[config.mk]
export PLATFORM = sky130hd
export DESIGN_NAME = stone_renderer_flat
export DESIGN_NICKNAME = d
export VERILOG_FILES = /design/src/rtl/gm_pkg.sv /design/src/rtl/stone_renderer_if.sv /design/src/rtl/sprite_scan.sv /design/src/rtl/stone_renderer.sv /design/src/flat_wrapper.sv
export SDC_FILE = /design/constraint.sdc
export NUM_CORES = 1
export LEC_CHECK = 0
export ABC_AREA = 1
export CORE_MARGIN = 2
export CORE_UTILIZATION = 30
export CTS_CLUSTER_SIZE = 10
export DETAILED_ROUTE_END_ITERATION = 10
export PLACE_DENSITY_LB_ADDON = 0.1
export REMOVE_ABC_BUFFERS = 1
export SLEW_MARGIN = 20
export SYNTH_ARGS = -nofsm -noshare
export SYNTH_HDL_FRONTEND = slang
export SYNTH_HIERARCHICAL = 1
export SYNTH_SLANG_ARGS = --single-unit
[constraint.sdc]
create_clock -name clock -period 4 [get_ports clock]
set_clock_uncertainty 0.2 [all_clocks]
set_input_delay 1.2 -clock clock [delete_from_list [all_inputs] [get_ports clock]]
set_output_delay 1.2 -clock clock [all_outputs]
set_load 0.1 [all_outputs]
[src/rtl/gm_pkg.sv]
// Shared definitions for the stone/gold/diamond drawing stage.
// Optional feature macro: STONE_ERASE_EN (adds the ERASE state).
package gm_pkg;

  // Item record field positions.
  localparam int unsigned X_MSB    = 31;
  localparam int unsigned X_LSB    = 23;
  localparam int unsigned Y_MSB    = 18;
  localparam int unsigned Y_LSB    = 11;
  localparam int unsigned TYPE_MSB = 3;
  localparam int unsigned TYPE_LSB = 2;
  localparam int unsigned VIS      = 1;
  localparam int unsigned MOV      = 0;

  localparam int unsigned SCREEN_W = 320;
  localparam int unsigned SCREEN_H = 240;

  typedef enum logic [1:0] {
    T_STONE   = 2'd0,
    T_GOLD    = 2'd1,
    T_DIAMOND = 2'd2,
    T_OTHER   = 2'd3
  } item_t;

  localparam logic [2:0] C_STONE   = 3'b111;
  localparam logic [2:0] C_GOLD    = 3'b110;
  localparam logic [2:0] C_DIAMOND = 3'b011;
  localparam logic [2:0] C_OTHER   = 3'b101;

  typedef enum logic [2:0] {
    S_IDLE,
    S_WAIT,
    S_LATCH,
`ifdef STONE_ERASE_EN
    S_ERASE,
`endif
    S_DRAW,
    S_NEXT,
    S_DONE
  } state_t;

  function automatic logic [2:0] colour_of(input logic [1:0] t);
    case (item_t'(t))
      T_STONE:   return C_STONE;
      T_GOLD:    return C_GOLD;
      T_DIAMOND: return C_DIAMOND;
      default:   return C_OTHER;
    endcase
  endfunction

endpackage

[src/rtl/stone_renderer_if.sv]
// Single-pixel plot stream towards the 320x240 VGA adapter.
interface stone_renderer_if;
  logic [8:0] vga_x;
  logic [7:0] vga_y;
  logic [2:0] vga_colour;
  logic       plot;

  modport master (output vga_x, vga_y, vga_colour, plot);
  modport slave  (input  vga_x, vga_y, vga_colour, plot);
endinterface

[src/rtl/sprite_scan.sv]
// Row-major {dy,dx} scan over one SPRITE x SPRITE square with screen clipping.
module sprite_scan #(
  parameter int unsigned SPRITE   = 16,
  parameter int unsigned SCREEN_W = 320,
  parameter int unsigned SCREEN_H = 240
) (
  input  logic       clock,
  input  logic       resetn,
  input  logic       start,
  input  logic       en,
  input  logic [8:0] base_x,
  input  logic [7:0] base_y,
  output logic [8:0] x,
  output logic [7:0] y,
  output logic       on_screen,
  output logic       last
);
  localparam int unsigned SB = $clog2(SPRITE);
  localparam int unsigned CW = 2 * SB;

  logic [CW-1:0] cnt;
  logic [SB-1:0] dx, dy;
  logic [9:0]    px;
  logic [8:0]    py;

  // Counter is held at zero outside a scan and wraps naturally after the last pixel.
  always_ff @(posedge clock) begin
    if (!resetn || start) cnt <= '0;
    else if (en)          cnt <= cnt + CW'(1);
  end

  // Coordinates are formed one bit wider so squares near the edge never wrap back on screen.
  always_comb begin
    dx        = cnt[SB-1:0];
    dy        = cnt[CW-1:SB];
    px        = {1'b0, base_x} + 10'(dx);
    py        = {1'b0, base_y} + 9'(dy);
    on_screen = (px < 10'(SCREEN_W)) && (py < 9'(SCREEN_H));
    last      = &cnt;
    x         = px[8:0];
    y         = py[7:0];
  end
endmodule

[src/rtl/stone_renderer.sv]
// Per-frame item drawing stage: walks the item RAM and plots each visible item as a square.
// Optional feature macro: STONE_ERASE_EN (shadow registers + ERASE pass of the old square).
module stone_renderer #(
  parameter int unsigned RAM_LAT   = 2,
  parameter int unsigned SPRITE    = 16,
  parameter int unsigned SCREEN_W  = gm_pkg::SCREEN_W,
  parameter int unsigned SCREEN_H  = gm_pkg::SCREEN_H,
  parameter logic [2:0]  BG_COLOUR = 3'b000
) (
  input  logic              clock,
  input  logic              resetn,
  input  logic              start,
  input  logic [3:0]        quantity,
  input  logic [31:0]       ram_q,
  output logic              draw_stone_flag,
  output logic [3:0]        draw_index,
  output logic              done,
  stone_renderer_if.master  pix
);
  import gm_pkg::*;

  localparam logic [3:0] WAIT_LAST = 4'(RAM_LAT - 1);

  state_t     state, nxt;
  logic [3:0] qty_r;
  logic [3:0] wait_cnt;
  logic [8:0] lat_x;
  logic [7:0] lat_y;
  logic [1:0] lat_type;
  logic       lat_vis;
  logic       scan_en, erase_sel;
  logic [8:0] base_x, scan_x;
  logic [7:0] base_y, scan_y;
  logic       scan_on, scan_last;
  logic       unused_rec_bits;

  // Record bits that play no part in drawing.
  always_comb unused_rec_bits = ^{ram_q[22:19], ram_q[10:4], ram_q[MOV]};

`ifdef STONE_ERASE_EN
  logic [8:0]  sh_x [16];
  logic [7:0]  sh_y [16];
  logic [15:0] sh_v;
  logic        need_erase;

  // The old square must go if it was drawn and the item has moved or vanished.
  always_comb need_erase = sh_v[draw_index] &&
                           ((sh_x[draw_index] != ram_q[X_MSB:X_LSB]) ||
                            (sh_y[draw_index] != ram_q[Y_MSB:Y_LSB]) || !ram_q[VIS]);

  // Shadow records what is on screen once each entry has been handled.
  always_ff @(posedge clock) begin
    if (!resetn) begin
      for (int unsigned i = 0; i < 16; i++) begin
        sh_x[4'(i)] <= '0;
        sh_y[4'(i)] <= '0;
      end
      sh_v <= '0;
    end else if (state == S_NEXT) begin
      sh_x[draw_index] <= lat_x;
      sh_y[draw_index] <= lat_y;
      sh_v[draw_index] <= lat_vis;
    end
  end
`endif

  // State register.
  always_ff @(posedge clock) begin
    if (!resetn) state <= S_IDLE;
    else         state <= nxt;
  end

  // Next-state logic.
  always_comb begin
    nxt = state;
    case (state)
      S_IDLE:  if (start) nxt = (quantity == 4'd0) ? S_DONE : S_WAIT;
      S_WAIT:  if (wait_cnt == WAIT_LAST) nxt = S_LATCH;
      S_LATCH: begin
        nxt = ram_q[VIS] ? S_DRAW : S_NEXT;
`ifdef STONE_ERASE_EN
        if (need_erase) nxt = S_ERASE;
`endif
      end
`ifdef STONE_ERASE_EN
      S_ERASE: if (scan_last) nxt = lat_vis ? S_DRAW : S_NEXT;
`endif
      S_DRAW:  if (scan_last) nxt = S_NEXT;
      S_NEXT:  nxt = (draw_index == qty_r - 4'd1) ? S_DONE : S_WAIT;
      S_DONE:  nxt = S_IDLE;
      default: nxt = S_IDLE;
    endcase
  end

  // Outputs decoded from the registered state and scan counter.
  always_comb begin
    draw_stone_flag = (state != S_IDLE);
    done            = (state == S_DONE);
    scan_en         = (state == S_DRAW);
    erase_sel       = 1'b0;
`ifdef STONE_ERASE_EN
    if (state == S_ERASE) begin
      scan_en   = 1'b1;
      erase_sel = 1'b1;
    end
`endif
    pix.plot       = scan_en && scan_on;
    pix.vga_x      = scan_en ? scan_x : '0;
    pix.vga_y      = scan_en ? scan_y : '0;
    pix.vga_colour = !scan_en ? '0 : (erase_sel ? BG_COLOUR : colour_of(lat_type));
  end

  // RAM walk bookkeeping: index, sampled quantity, latency wait and record capture.
  always_ff @(posedge clock) begin
    if (!resetn) begin
      draw_index <= '0;
      qty_r      <= '0;
      wait_cnt   <= '0;
      lat_x      <= '0;
      lat_y      <= '0;
      lat_type   <= '0;
      lat_vis    <= 1'b0;
    end else begin
      wait_cnt <= (state == S_WAIT) ? wait_cnt + 4'd1 : '0;
      if (state == S_IDLE && start) begin
        draw_index <= '0;
        qty_r      <= quantity;
      end
      if (state == S_NEXT && nxt == S_WAIT) draw_index <= draw_index + 4'd1;
      if (state == S_LATCH) begin
        lat_x    <= ram_q[X_MSB:X_LSB];
        lat_y    <= ram_q[Y_MSB:Y_LSB];
        lat_type <= ram_q[TYPE_MSB:TYPE_LSB];
        lat_vis  <= ram_q[VIS];
      end
    end
  end

  // Scan base: the erase pass repaints where the item was, the draw pass where it is now.
  always_comb begin
    base_x = lat_x;
    base_y = lat_y;
`ifdef STONE_ERASE_EN
    if (erase_sel) begin
      base_x = sh_x[draw_index];
      base_y = sh_y[draw_index];
    end
`endif
  end

  sprite_scan #(
    .SPRITE   (SPRITE),
    .SCREEN_W (SCREEN_W),
    .SCREEN_H (SCREEN_H)
  ) u_scan (
    .clock     (clock),
    .resetn    (resetn),
    .start     (!scan_en),
    .en        (scan_en),
    .base_x    (base_x),
    .base_y    (base_y),
    .x         (scan_x),
    .y         (scan_y),
    .on_screen (scan_on),
    .last      (scan_last)
  );
endmodule

[src/flat_wrapper.sv]
// flat-port wrapper written by rule: the top's interface ports become plain ports
module stone_renderer_flat import gm_pkg::*;
#(
  parameter int unsigned RAM_LAT   = 2,
  parameter int unsigned SPRITE    = 16,
  parameter int unsigned SCREEN_W  = gm_pkg::SCREEN_W,
  parameter int unsigned SCREEN_H  = gm_pkg::SCREEN_H,
  parameter logic [2:0]  BG_COLOUR = 3'b000
)
  (clock, resetn, start, quantity, ram_q, draw_stone_flag, draw_index, done, pix_vga_x, pix_vga_y, pix_vga_colour, pix_plot);
  stone_renderer_if pix_i ();
  input  logic clock;
  input  logic resetn;
  input  logic start;
  input  logic [3:0] quantity;
  input  logic [31:0] ram_q;
  output logic draw_stone_flag;
  output logic [3:0] draw_index;
  output logic done;
  output wire logic [$bits(pix_i.vga_x)-1:0] pix_vga_x;
  output wire logic [$bits(pix_i.vga_y)-1:0] pix_vga_y;
  output wire logic [$bits(pix_i.vga_colour)-1:0] pix_vga_colour;
  output wire logic [$bits(pix_i.plot)-1:0] pix_plot;
  assign pix_vga_x = pix_i.vga_x;
  assign pix_vga_y = pix_i.vga_y;
  assign pix_vga_colour = pix_i.vga_colour;
  assign pix_plot = pix_i.plot;
  stone_renderer #(.RAM_LAT(RAM_LAT), .SPRITE(SPRITE), .SCREEN_W(SCREEN_W), .SCREEN_H(SCREEN_H), .BG_COLOUR(BG_COLOUR)) u_core (.clock(clock), .resetn(resetn), .start(start), .quantity(quantity), .ram_q(ram_q), .draw_stone_flag(draw_stone_flag), .draw_index(draw_index), .done(done), .pix(pix_i));
endmodule
==> metrics.cfg <==
[cts]
clk_latency_ns = 0.29
cts_hold_buf = 0
cts_tree = done
cts_buffers = 5
cts_num_sinks = 42
cts.reportedPaths.clkPinSlew_ns = 0.08
root_buffer = clkbuf_8
clockBufferDepth = 2
post-cts-setup-buffers = 0
htreeDepth = 2

[synth]
ys_ff_latch = 42
yosysSeqAreaShare = 0.315
synth_top_area_share = 0.315
synth.distinct_cells = 32
yosys_warnings = 6
synth_edf_count = 0
synth_top_area_cell = dfxtp_1
syn_area_um2 = 2670
async_reset_ff_frac = 0
syn-mean-instance-area_um2 = 6.77
ys_top_cells_by_area = dfxtp_1 (32%), inv_1 (11%), nand2_1 (8.6%), a21oi_1 (7.3%), ha_1 (6.1%)
syn_inst = 394
synthFlopType = dfxtp_1

[critical_path]
crit_type = reg -> out
crit_path_end_kind = output port
r2r-start = u_core/state[1]$_SDFF_PN0_
worstPathArrival_ns = 2.37
start_kind = register
cp-startpoint = u_core/u_scan/cnt[4]$_SDFFE_PP0P_
path_max_fanout = 5
critPathRequiredTime_ns = 2.60

[layout]
area_delta_synth_final_pct = 27.1
final_layout_size_suffix_gt1_frac = 0.146
post-route-cell-area_um2 = 3390
fin_util = 0.390
diodes = 0
fillers = 931
nNetsFinal = 500

[detailed_routing]
ant_nets = 0
routed_wl_um = 5940
drc_errors = 0
vias = 2463
drt_pass1_iterations = 4
drt-initial-drc-count = 107
via_per_inst = 4.45
detail_route.wl_per_cell_um = 10.7

[job]
drv_cap = 0

[floorplan]
die_w_um = 98.3
dieHeight_um = 98.3
initial_core_util = 0.307
die-area_um2 = 9660
num_rows = 34
core_area_um2 = 8680
ios = 66

[grt]
antenna_found_initial = 0
grt_pass1_wl_um = 10500
gr-total-overflow = 0
grt_pass1_vias = 2390
track_usage = 0.130
grt_max_degree = 41

[place]
placed_area_um2 = 3310
gp_routability_congestion = 0.777
hpwl_um = 4480
port-buffer-count = 53

[timing]
hold_viol = 0
finalSetupViolations = 0
period_needed_ns = 3.77
rsz0062_at_grt = false
fin_crit_sh = 0.942
timing.fmax_mhz = 266
slew_viol_final = 0
worst_pin_slew_ns = 0.737
relSlewSlack = 0.508

[run_status]
status = complete, no violations

[hold_path]
hp-start = u_core/base_x[0]$_SDFFE_PN0N_
min_path_type = reg -> reg

[power_and_ir_drop]
total_power_mw = 0.829
power_density_nw_per_um2 = 245
ir_drop_v = 0.000135
leakagePower_nw = 1.41

critical path, cell delays in order (launching register included):
cell      delay [ns]
dfxtp_2         0.38
ha_2            0.21
inv_1           0.05
fa_1            0.39
nand3b_1        0.17
nand2_1         0.09
inv_1           0.05
nand2_1         0.05
nand2_1         0.06
nor2_1          0.08
nand2_1         0.06
nor2_1          0.14
nor2_2          0.05
inv_1           0.06
nor2_2          0.05
buf_12          0.18
layout by cell type (no fill, tap or decap), drive strengths merged:
cell type	instances
xnor2	6
clkbuf	7
o211ai	1
inv	84
nand3b	2
dfxtp	42
nand4	10
nor4	1
or2	1
nor2	47
xor2	6
buf	28
clkdlybuf4s50	26
nand2	68
nor3	8
a21oi	39
o21ai	29
ha	13
nor3b	1
o22ai	1
fa	2
nand3	21
a31oi	3
through the flow:
step                setup TNS, ns  setup slack, ns  instances  hold slack, ns
floorplan                  -0.590           -0.281        385           0.227
global placement                0            0.411        547           0.236
detailed placement              0            0.419        547           0.244
CTS                             0           0.0701        554           0.257
global route                    0           0.0112        554           0.282
finish                          0            0.234        554           0.253
cells in the mapped netlist, types with 7 or more instances:
library cell	count
nand2_2	7
nor2_1	41
nand3_1	15
a21oi_1	39
dfxtp_1	42
inv_1	79
ha_1	13
nand2_1	61
nand4_1	9
o21ai_0	27
flip-flops by register name, summed over array words and instances (netlist names):
signal             count
u_core/lat_type        2
u_core/u_scan/cnt      8
u_core/wait_cnt        4
u_core/draw_index      4
u_core/base_x          9
u_core/state           3
u_core/qty_r           4
u_core/base_y          8
worst paths after layout:
kind	endpoint	slack (ns)	depth (start not counted)
min	u_core/base_x[0]$_SDFFE_PN0N_	0.25	2
max	pix_plot	0.23	15
min reg2reg	u_core/base_x[0]$_SDFFE_PN0N_	0.25	2
max reg2reg	u_core/u_scan/cnt[4]$_SDFFE_PP0P_	1.83	6
where the power goes:
group / internal [mW] / total [mW] / switching [mW]
clock: 0.120 / 0.264 / 0.143
combinational: 0.0525 / 0.125 / 0.0724
sequential: 0.430 / 0.440 / 0.0105
total: 0.603 / 0.829 / 0.226
repair_timing:
action | 4_1_cts | 5_1_grt
hold endpoints to repair | 0 | 0
endpoints found under the setup margin | 0 | 2
gates resized for setup | 0 | 3
routing by layer:
layer	vias up	GRT usage	share of wire
met2	44	0.220	0.45
met3	8	0.0251	0.039
met5	-	0	0
li1	1349	-	-
met4	0	0.0379	0.014
met1	1062	0.170	0.50
layout make-up:
class,instances,area [µm²],share of cell area
timing repair buffer,54,546,0.161
inverter,84,315,0.0931
tap,108,135,0.0399
sequential,42,842,0.249
clock buffer,7,76.3,0.0225
multi-input combinational,259,1470,0.435
cell families (layout without fill, tap and decap cells):
| logic type | after synthesis | after routing | share of synthesized area |
|---|---|---|---|
| flops | 42 | 42 | 0.315 |
| simple gates | 159 | 159 | 0.292 |
| buf+inv | 93 | 145 | 0.134 |
| fa+ha+maj | 15 | 15 | 0.0760 |
| xor+xnor | 12 | 12 | 0.0394 |
| compound gates | 73 | 73 | 0.144 |
(Power assumes the default switching activity.)
